$ cat src/rtl/pipeline_hazard_ctrl.sv
// Stall/flush sequencer for the 5-stage pipeline: boot flush, load-use stall, branch flush,
// data-memory wait freeze and halt. Optional stall counter port enabled by `STALL_COUNTER_EN.
module pipeline_hazard_ctrl #(
  parameter int REG_AW       = 5,
  parameter int BOOT_CYCLES  = 2,
  parameter int FLUSH_CYCLES = 1,
  parameter int MEM_TIMEOUT  = 255
) (
  input  logic              clk,
  input  logic              startin,
  input  logic [REG_AW-1:0] ifid_rs,
  input  logic [REG_AW-1:0] ifid_rt,
  input  logic              ifid_uses_rt,
  input  logic              idex_memread,
  input  logic [REG_AW-1:0] idex_rt,
  input  logic              branch_taken,
  input  logic              mem_busy,
  input  logic              halt_req,
  input  logic              resume,
  output logic              pc_write,
  output logic              pc_src_sel,
  output logic              ifid_write,
  output logic              ifid_flush,
  output logic              idex_bubble,
  output logic              pipe_freeze,
  output logic              halted,
  output logic              mem_timeout
`ifdef STALL_COUNTER_EN
  ,
  output logic [31:0]       stall_count
`endif
);

  localparam int BOOT_W  = (BOOT_CYCLES  > 1) ? $clog2(BOOT_CYCLES  + 1) : 1;
  localparam int FLUSH_W = (FLUSH_CYCLES > 1) ? $clog2(FLUSH_CYCLES + 1) : 1;
  localparam int WAIT_W  = $clog2(MEM_TIMEOUT + 1);

  typedef enum logic [2:0] {
    S_BOOT    = 3'd0,
    S_RUN     = 3'd1,
    S_FLUSH   = 3'd2,
    S_MEMWAIT = 3'd3,
    S_HALT    = 3'd4
  } state_t;

  state_t              r_state, w_next_state;
  state_t              r_ret_state, w_next_ret;
  state_t              w_dec_state;
  logic [BOOT_W-1:0]   r_boot_cnt, w_next_boot;
  logic [FLUSH_W-1:0]  r_flush_cnt, w_next_flush;
  logic [WAIT_W-1:0]   r_wait_cnt, w_next_wait;
  logic                r_mem_timeout;
  logic                w_set_timeout;
  logic                w_load_use;

  assign w_load_use = idex_memread && (idex_rt != '0) &&
                      ((idex_rt == ifid_rs) || (ifid_uses_rt && (idex_rt == ifid_rt)));

  // Once memory goes ready, the cycle is decoded as the state we froze out of, with no lost cycle.
  assign w_dec_state = (r_state == S_MEMWAIT && !mem_busy) ? r_ret_state : r_state;

  assign mem_timeout = r_mem_timeout;

  // NOTE: every signal written here gets a default first so no path leaves it unassigned (no latch).
  always_comb begin
    pc_write      = 1'b0;
    pc_src_sel    = 1'b0;
    ifid_write    = 1'b0;
    ifid_flush    = 1'b0;
    idex_bubble   = 1'b0;
    pipe_freeze   = 1'b0;
    halted        = 1'b0;
    w_next_state  = w_dec_state;
    w_next_ret    = r_ret_state;
    w_next_boot   = r_boot_cnt;
    w_next_flush  = r_flush_cnt;
    w_next_wait   = r_wait_cnt;
    w_set_timeout = 1'b0;

    case (w_dec_state)
      S_RUN: begin
        pc_write   = 1'b1;
        ifid_write = 1'b1;
        if (mem_busy) begin
          pc_write     = 1'b0;
          ifid_write   = 1'b0;
          pipe_freeze  = 1'b1;
          w_next_state = S_MEMWAIT;
          w_next_ret   = S_RUN;
          w_next_wait  = WAIT_W'(1);
        end else if (branch_taken) begin
          pc_src_sel  = 1'b1;
          ifid_flush  = 1'b1;
          idex_bubble = 1'b1;
          if (FLUSH_CYCLES > 1) begin
            w_next_state = S_FLUSH;
            w_next_flush = FLUSH_W'(FLUSH_CYCLES - 1);
          end
        end else if (w_load_use) begin
          // The bubble clears idex_memread next cycle, so this stall lasts exactly one cycle.
          pc_write    = 1'b0;
          ifid_write  = 1'b0;
          idex_bubble = 1'b1;
        end else if (halt_req) begin
          pc_write     = 1'b0;
          ifid_write   = 1'b0;
          idex_bubble  = 1'b1;
          w_next_state = S_HALT;
        end
      end

      S_FLUSH: begin
        if (mem_busy) begin
          pipe_freeze  = 1'b1;
          w_next_state = S_MEMWAIT;
          w_next_ret   = S_FLUSH;
          w_next_wait  = WAIT_W'(1);
        end else begin
          pc_write     = 1'b1;
          ifid_write   = 1'b1;
          ifid_flush   = 1'b1;
          idex_bubble  = 1'b1;
          w_next_flush = r_flush_cnt - FLUSH_W'(1);
          if (r_flush_cnt <= FLUSH_W'(1)) w_next_state = S_RUN;
        end
      end

      S_MEMWAIT: begin
        // Only reached with mem_busy high; the counter stops at MEM_TIMEOUT rather than wrapping.
        pipe_freeze = 1'b1;
        if (r_wait_cnt >= WAIT_W'(MEM_TIMEOUT)) begin
          w_set_timeout = 1'b1;
          w_next_state  = S_HALT;
        end else begin
          w_next_wait = r_wait_cnt + WAIT_W'(1);
        end
      end

      S_HALT: begin
        idex_bubble = 1'b1;
        halted      = 1'b1;
        if (resume && !r_mem_timeout) w_next_state = S_RUN;
      end

      default: begin
        ifid_flush  = 1'b1;
        idex_bubble = 1'b1;
        if (r_state != S_BOOT) begin
          w_next_state = S_BOOT;
          w_next_boot  = '0;
        end else if (r_boot_cnt >= BOOT_W'(BOOT_CYCLES - 1)) begin
          w_next_state = S_RUN;
        end else begin
          w_next_boot = r_boot_cnt + BOOT_W'(1);
        end
      end
    endcase
  end

  // NOTE: sequential state uses non-blocking assignments so all registers update from pre-edge values.
  always_ff @(posedge clk or negedge startin) begin
    if (!startin) begin
      r_state       <= S_BOOT;
      r_ret_state   <= S_RUN;
      r_boot_cnt    <= '0;
      r_flush_cnt   <= '0;
      r_wait_cnt    <= '0;
      r_mem_timeout <= 1'b0;
    end else begin
      r_state       <= w_next_state;
      r_ret_state   <= w_next_ret;
      r_boot_cnt    <= w_next_boot;
      r_flush_cnt   <= w_next_flush;
      r_wait_cnt    <= w_next_wait;
      r_mem_timeout <= r_mem_timeout | w_set_timeout;
    end
  end

`ifdef STALL_COUNTER_EN
  logic [31:0] r_stall_cnt;
  logic        w_stall_evt;

  assign w_stall_evt = (r_state == S_RUN || r_state == S_FLUSH || r_state == S_MEMWAIT) &&
                       (!pc_write || pipe_freeze);
  assign stall_count = r_stall_cnt;

  always_ff @(posedge clk or negedge startin) begin
    if (!startin) begin
      r_stall_cnt <= '0;
    end else if (w_stall_evt && (r_stall_cnt != 32'hFFFF_FFFF)) begin
      r_stall_cnt <= r_stall_cnt + 32'd1;
    end
  end
`endif

endmodule

$ cat config.mk
export PLATFORM = sky130hd
export DESIGN_NAME = pipeline_hazard_ctrl
export DESIGN_NICKNAME = d
export VERILOG_FILES = /design/src/rtl/pipeline_hazard_ctrl.sv
export SDC_FILE = /design/constraint.sdc
export NUM_CORES = 1
export LEC_CHECK = 0
export ABC_AREA = 1
export CORE_MARGIN = 4
export CORE_UTILIZATION = 52
export CTS_CLUSTER_DIAMETER = 40
export CTS_CLUSTER_SIZE = 28
export DETAILED_ROUTE_END_ITERATION = 16
export PLACE_DENSITY = 0.87
export SLEW_MARGIN = 20
export SYNTH_ARGS = -nofsm -noshare
export SYNTH_HDL_FRONTEND = slang
export SYNTH_SLANG_ARGS = --single-unit
export TNS_END_PERCENT = 10
$ cat constraint.sdc
create_clock -name clk -period 4.55 [get_ports clk]
set_input_delay 1.365 -clock clk [delete_from_list [all_inputs] [get_ports clk]]
set_output_delay 1.365 -clock clk [all_outputs]
set_load 0.01 [all_outputs]
# [After elaboration in Yosys (flattened, before gate mapping)]
# Index checks and enable logic that the tools add are counted.
# W data, S select, Z words.
[classes] n_addsub=3 n_lt_le_gt_ge=3 eq_ne=12 n_mux=40 n_bitwise=3 reduce_logical=19
[op_table] cell="$mux W3" count=13
[op_table] cell="$mux W1" count=16
[op_table] cell="$mux W8" count=2
[op_table] cell="$pmux W8 S2" count=1
[op_table] cell="$pmux W3 S4" count=1
[op_table] cell="$eq A5 B5 Y1" count=2
[op_table] cell="$eq A3 B2 Y1 const B" count=3
[op_table] cell="$add A8 B1 Y8 const B" count=1
[op_table] cell="$ge A8 B8 Y1 const B" count=1
[op_table] cell="$ne A2 B2 Y1 const B" count=4
[op_table] cell="$pmux W1 S3" count=2
[op_table] cell="$pmux W3 S2" count=1
[op_table] cell="$reduce_and A3 Y1" count=2
[op_table] cell="$logic_and A1 B1 Y1" count=5
[op_table] cell="$reduce_bool A5 Y1" count=1
[op_table] cell="$mux W2" count=2
[op_table] cell="$pmux W1 S2" count=2
[op_table] cell="$reduce_and A2 Y1" count=2
[op_table] cell="$reduce_bool A2 Y1" count=2
[op_table] cell="$reduce_or A2 Y1" count=2
[op_table] cell="$reduce_or A4 Y1" count=1
[op_table] cell="$eq A3 B1 Y1 const B" count=1
[op_table] cell="$eq A3 B3 Y1 const B" count=1
[op_table] cell="$reduce_bool A3 Y1" count=1
[op_table] cell="other kinds (9)" count=11
[totals] reg_bits=18 in_bits=23 output_inout_bits=8 elab_cells=86

# [Logic depth before layout (Yosys ltp)]
# Gate-level depths: netlist (run 1).
[logic_depth] ltp_word=8 mapped_depth=10 depth_no_buf=10

# [Least setup slack after synthesis (run 1)]
# No wires, ideal clock.
[synth_path] path_kind="in2out" from="input port mem_busy" to="output port pc_write" t_arrival_ns=2.287 required_ns=3.185 path_slack_ns=0.898 stages=8 n_path_buf=1 cell_sequence="inv_2 nand2_2 o21ai_4 nand2_4 nor2_1 nand3_1 nand2_1 buf_4"
[synth_between] elab_chain_len=5 elab_cells_between_ends=8 classes_between="eq/ne (2); mux (4); reduce/logical (2)"
[synth_rtl] element="start: declaration" line="17" rtl="input logic mem_busy,"
[synth_rtl] element="$logic_not A1 Y1" line="60" rtl="assign w_dec_state = (r_state == S_MEMWAIT && !mem_busy) ? r_ret_state : r_state;"
[synth_rtl] element="$logic_and A1 B1 Y1" line="60"
[synth_rtl] element="$mux W3" line="60"
[synth_rtl] element="$eq A3 B2 Y1 / $eq A3 B1 Y1 (equally long branches)"
[synth_rtl] element="$pmux W1 S2 *"
[synth_rtl] element="end: declaration" line="20" rtl="output logic pc_write,"
# Every way passes the cells marked *; elsewhere a longest branch is shown, timed or not.

# [Final worst setup path (run 1)]
[layout_path] from="input port mem_busy" to="output port ifid_write"
[layout_between] elab_chain_len=5 elab_cells_between_ends=8 classes_between="eq/ne (2); mux (4); reduce/logical (2)"
[layout_rtl] element="$logic_not A1 Y1" line="60"
[layout_rtl] element="$logic_and A1 B1 Y1" line="60"
[layout_rtl] element="$mux W3" line="60"
[layout_rtl] element="$eq A3 B2 Y1 / $eq A3 B1 Y1 (equally long branches)" line="80" rtl="case (w_dec_state)"
[layout_rtl] element="$pmux W1 S2 *" line="80"
[layout_rtl] element="end: declaration" line="22" rtl="output logic ifid_write,"
# Marks and branches as above.

==> tab_implementation.tex, run 1 <==
\begin{tabular}{lr}
\hline
Metric & Value \\
\hline
\multicolumn{2}{l}{\textbf{Synthesis}} \\
Cell types with the largest area share after synthesis & sky130\_fd\_sc\_hd\_\_dfrtp\_1 30\%, sky130\_fd\_sc\_hd\_\_nand2\_1 18\%, sky130\_fd\_sc\_hd\_\_inv\_1 11\% \\
Area share of the largest cell type after synthesis & 30.4\% \\
Synthesized cell area & roughly 1200 um\^{}2 \\
Synthesized netlist net count & 215 \\
Synth async-reset ratio & 100\% \\
Part of the Yosys area used for sequential elements & 32.5\% \\
Most repeated cell in the gate-level netlist after synthesis & sky130\_fd\_sc\_hd\_\_nand2\_1 \\
Average footprint of a synthesized cell & roughly 6.5 um\^{}2 \\
Yosys warnings & 0 \\
Number of enable flip-flop cells after synthesis & 0 \\
Yosys reg bits & 16 \\
Post-synth top area cell & sky130\_fd\_sc\_hd\_\_dfrtp\_1 \\
Number of instances in the synthesized netlist & 190 \\
Number of distinct library cells after synthesis & 23 \\
Most used standard cells in the synthesized netlist & 59 x sky130\_fd\_sc\_hd\_\_nand2\_1, 37 x sky130\_fd\_sc\_hd\_\_inv\_1, 20 x sky130\_fd\_sc\_hd\_\_nand3\_1 \\
Top flip-flop cell by instance count after synthesis & sky130\_fd\_sc\_hd\_\_dfrtp\_1 \\
\multicolumn{2}{l}{\textbf{Worst setup path}} \\
Number of cell instances on the worst register-to-register path & 11 \\
Highest cell delay on the worst timing path & $\sim$0.53 ns \\
Ordered list of cells on the worst path & clkdlybuf4s50\_1 > inv\_2 > nand2\_2 > o21ai\_4 > nand2\_4 > nor2\_2 > nand3\_1 > nand2\_1 > clkdlybuf4s50\_1 \\
CP required & approximately 3.2 ns \\
Highest fanout seen on the critical path & 5 \\
Type of the worst setup path & in -> out \\
Cell type of the slowest stage on the worst timing path & sky130\_fd\_sc\_hd\_\_clkdlybuf4s50\_1 \\
Crit-path most repeated cell & sky130\_fd\_sc\_hd\_\_clkdlybuf4s50\_1 \\
Data arrival at the endpoint of the critical path & $\sim$3.1 ns \\
Launching element type of the critical path & input port \\
Capturing element type of the critical path & primary output \\
\multicolumn{2}{l}{\textbf{STA}} \\
Final number of max-transition violations & 0 \\
Final worst path period need & about 4.5 ns \\
Clock tree skew after final layout & approximately 0.00039 ns \\
Max\_slew headroom & between 50\% and 60\% \\
Period Utilization, post-route & between 90\% and 100\% \\
Total negative slack & 0 ns \\
Endpoints failing setup & 0 \\
Transition time at the pin with the least slew margin & 0.681 ns \\
Final number of hold-violating endpoints & 0 \\
Fmax achieved & about 0.22 GHz \\
Worst setup margin & 0.0409 ns \\
Unrepaired setup endpoints after global routing & yes \\
\multicolumn{2}{l}{\textbf{GRT}} \\
Gr ovfl total & 0 \\
Total Routing Usage GR & roughly a fifth \\
Pin count of the biggest net entering global routing & 17 \\
Wire length of the first global-routing pass & just under 5000 um \\
Initial antenna violation count & 0 \\
Via count of the first global-routing pass & approximately 1,200 \\
\multicolumn{2}{l}{\textbf{Flow run}} \\
Max Cap Viol & 0 \\
\multicolumn{2}{l}{\textbf{Placement}} \\
Weighted congestion reported at the end of routability-driven placement & 0.891 \\
Dpl hpwl & approximately 2300 um \\
\# port buffers & 30 \\
Worst Setup Slack post-DPL & -0.0153 ns \\
Post-detailed-placement cell area & between 1500 and 2000 um\^{}2 \\
Cells after DPL & 250 \\
\multicolumn{2}{l}{\textbf{Final layout}} \\
Area used by sequential logic in the layout & around 400 um\^{}2 \\
Final core area utilization & between 70 and 80\% \\
Net count, final & $\sim$250 \\
Signed area change from the synthesized netlist to the final layout & 32.3\% \\
Count of non-filler cells in the finished layout & about 260 \\
Fraction of layout instances using a drive strength above 1 & roughly 11\% \\
Multi-input logic area & about 680 um\^{}2 \\
N\_diodes & 0 \\
Number of fill cells in the layout & around 180 \\
Final Cell Area & roughly 1600 um\^{}2 \\
\multicolumn{2}{l}{\textbf{Detailed routing}} \\
Drt wl/cell & about 11 um \\
Length of the first detailed-routing pass in iterations & 4 \\
DR DRC count & 0 \\
Average via count per standard cell & around 4.9 \\
Starting DRT DRC Count & 37 \\
Via count & between 1,000 and 1,500 \\
Remaining number of nets flagged by the antenna check after routing & 0 \\
Routed wire length & between 2000 and 3000 um \\
\multicolumn{2}{l}{\textbf{Hold path}} \\
Count of cells along the worst hold path & 2 \\
Tightest Hold Check Type & reg -> reg \\
\multicolumn{2}{l}{\textbf{Die}} \\
Placement Rows & 17 \\
Die Footprint & 3220 um\^{}2 \\
Placeable core region & 2230 um\^{}2 \\
Floorplan die height & 56.7 um \\
Starting Density & around 55\% \\
Floorplan die width & between 50 and 60 um \\
Ports placed on the boundary & 31 \\
\multicolumn{2}{l}{\textbf{CTS}} \\
Post-cts hold buffer count & 0 \\
Buffer cell driving the clock tree root & sky130\_fd\_sc\_hd\_\_clkbuf\_4 \\
Clock Pin Slew Worst Setup and Hold Paths & around 0.090 ns \\
Maximum buffer depth of the clock tree & 2 \\
Number of sinks on the clock net & 16 \\
CTS H-tree lvls & 1 \\
TritonCTS clock tree & built \\
TritonCTS buffer count & 3 \\
Clock insertion delay at the later pin of the skew report & roughly 0.29 ns \\
\multicolumn{2}{l}{\textbf{Run status}} \\
Result of the run & finished clean \\
\multicolumn{2}{l}{\textbf{Power}} \\
P per Cell Area & roughly 450 nW/um\^{}2 \\
Worst-case vdd ir drop & 0.363 mV \\
Leakage component of the power & approximately 0.9 nW \\
\hline
\end{tabular}
## critical path: cells and delay by family
family          cells  cell delay (ns)
simple gates        5             0.47
buf+inv             3             1.10
compound gates      1             0.21
## cells in the final DEF, fill, tap and decap left out, drive strengths merged, types with 2 or more instances in the layout
cell / instances
ha: 2
nand3: 20
buf: 4
dfrtp: 15
xor2: 3
nand2: 66
o21ai: 10
inv: 40
nor2: 18
clkdlybuf4s50: 29
clkbuf: 4
nor3: 4
xnor2: 2
nand4: 5
## final timing paths
| kind | slack (ns) | start | endpoint |
|---|---|---|---|
| worst min register to register | 0.51 | r_boot_cnt[1] | r_boot_cnt[1] |
| max in group asynchronous | 2.64 | startin | r_wait_cnt[5] |
| worst max register to register | 2.88 | r_state[2] | r_wait_cnt[5] |
| worst min-delay path | 0.51 | r_boot_cnt[1] | r_boot_cnt[1] |
| min in group asynchronous | 1.48 | startin | r_wait_cnt[7] |
| worst max-delay path | 0.04 | mem_busy | ifid_write |
## per-layer routing
metal | share of wire [%] | GRT usage (%)
met5 | 0 | 0
met4 | 1.0 | 5.96
met3 | 5.8 | 2.53
met2 | 48 | 32.7
met1 | 45 | 23.4
## layout make-up
| cell class | count | area share (%) |
|---|---|---|
| tap | 28 | 2.14 |
| sequential | 16 | 24.6 |
| clock buffer | 4 | 2.22 |
| inverter | 40 | 9.19 |
| multi-input combinational | 133 | 41.5 |
| timing repair buffer | 34 | 20.4 |
## flip-flops by register name (all words and copies together), names as in the netlist
signal / count
r_wait_cnt: 8
r_state: 3
mem_timeout: 1
r_boot_cnt: 2
r_ret_state: 2
## stage by stage
stage,power [mW],hold WS (ns)
after floorplan,0.482,0.459
after global placement,0.621,0.476
after detailed placement,0.646,0.491
after CTS,0.751,0.513
after global routing,0.801,0.574
final,0.741,0.506
## cells by family after synthesis
| kind of cell | share of synthesized area, % |
|---|---|
| AOI/OAI and AO/OA | 7.40 |
| xor gates and xnor gates | 3.55 |
| adders and majority gates | 2.03 |
| buffers and inverters | 12.8 |
| DFF | 32.5 |
| and+or+nand+nor | 41.7 |
## where the power goes
part	total, mW	switching [mW]	internal, mW
Combinational	0.437	0.252	0.185
Clock	0.0941	0.0452	0.0488
Sequential	0.210	0.0298	0.180
Total	0.741	0.327	0.414
## timing repair
| action | in CTS | in global routing |
|---|---|---|
| gates resized for setup | 1 | 1 |
| endpoints found under the setup margin | 3 | 4 |
| pin swaps | 1 | 1 |
| buffers inserted | 1 | 0 |
| cloned | 0 | 0 |
No activity file was read; power rests on OpenSTA's default activity.
==> run 2: changes to the inputs <==
--- a/config.mk
+++ b/config.mk
@@ -8,9 +8,9 @@
 export ABC_AREA = 1
 export CORE_MARGIN = 4
 export CORE_UTILIZATION = 52
-export CTS_CLUSTER_DIAMETER = 40
 export CTS_CLUSTER_SIZE = 28
 export DETAILED_ROUTE_END_ITERATION = 16
+export HOLD_SLACK_MARGIN = 0.15
 export PLACE_DENSITY = 0.87
 export SLEW_MARGIN = 20
 export SYNTH_ARGS = -nofsm -noshare
==> results of run 2 <==
No change in the layout: final DEF, timing and power equal those of run 1.
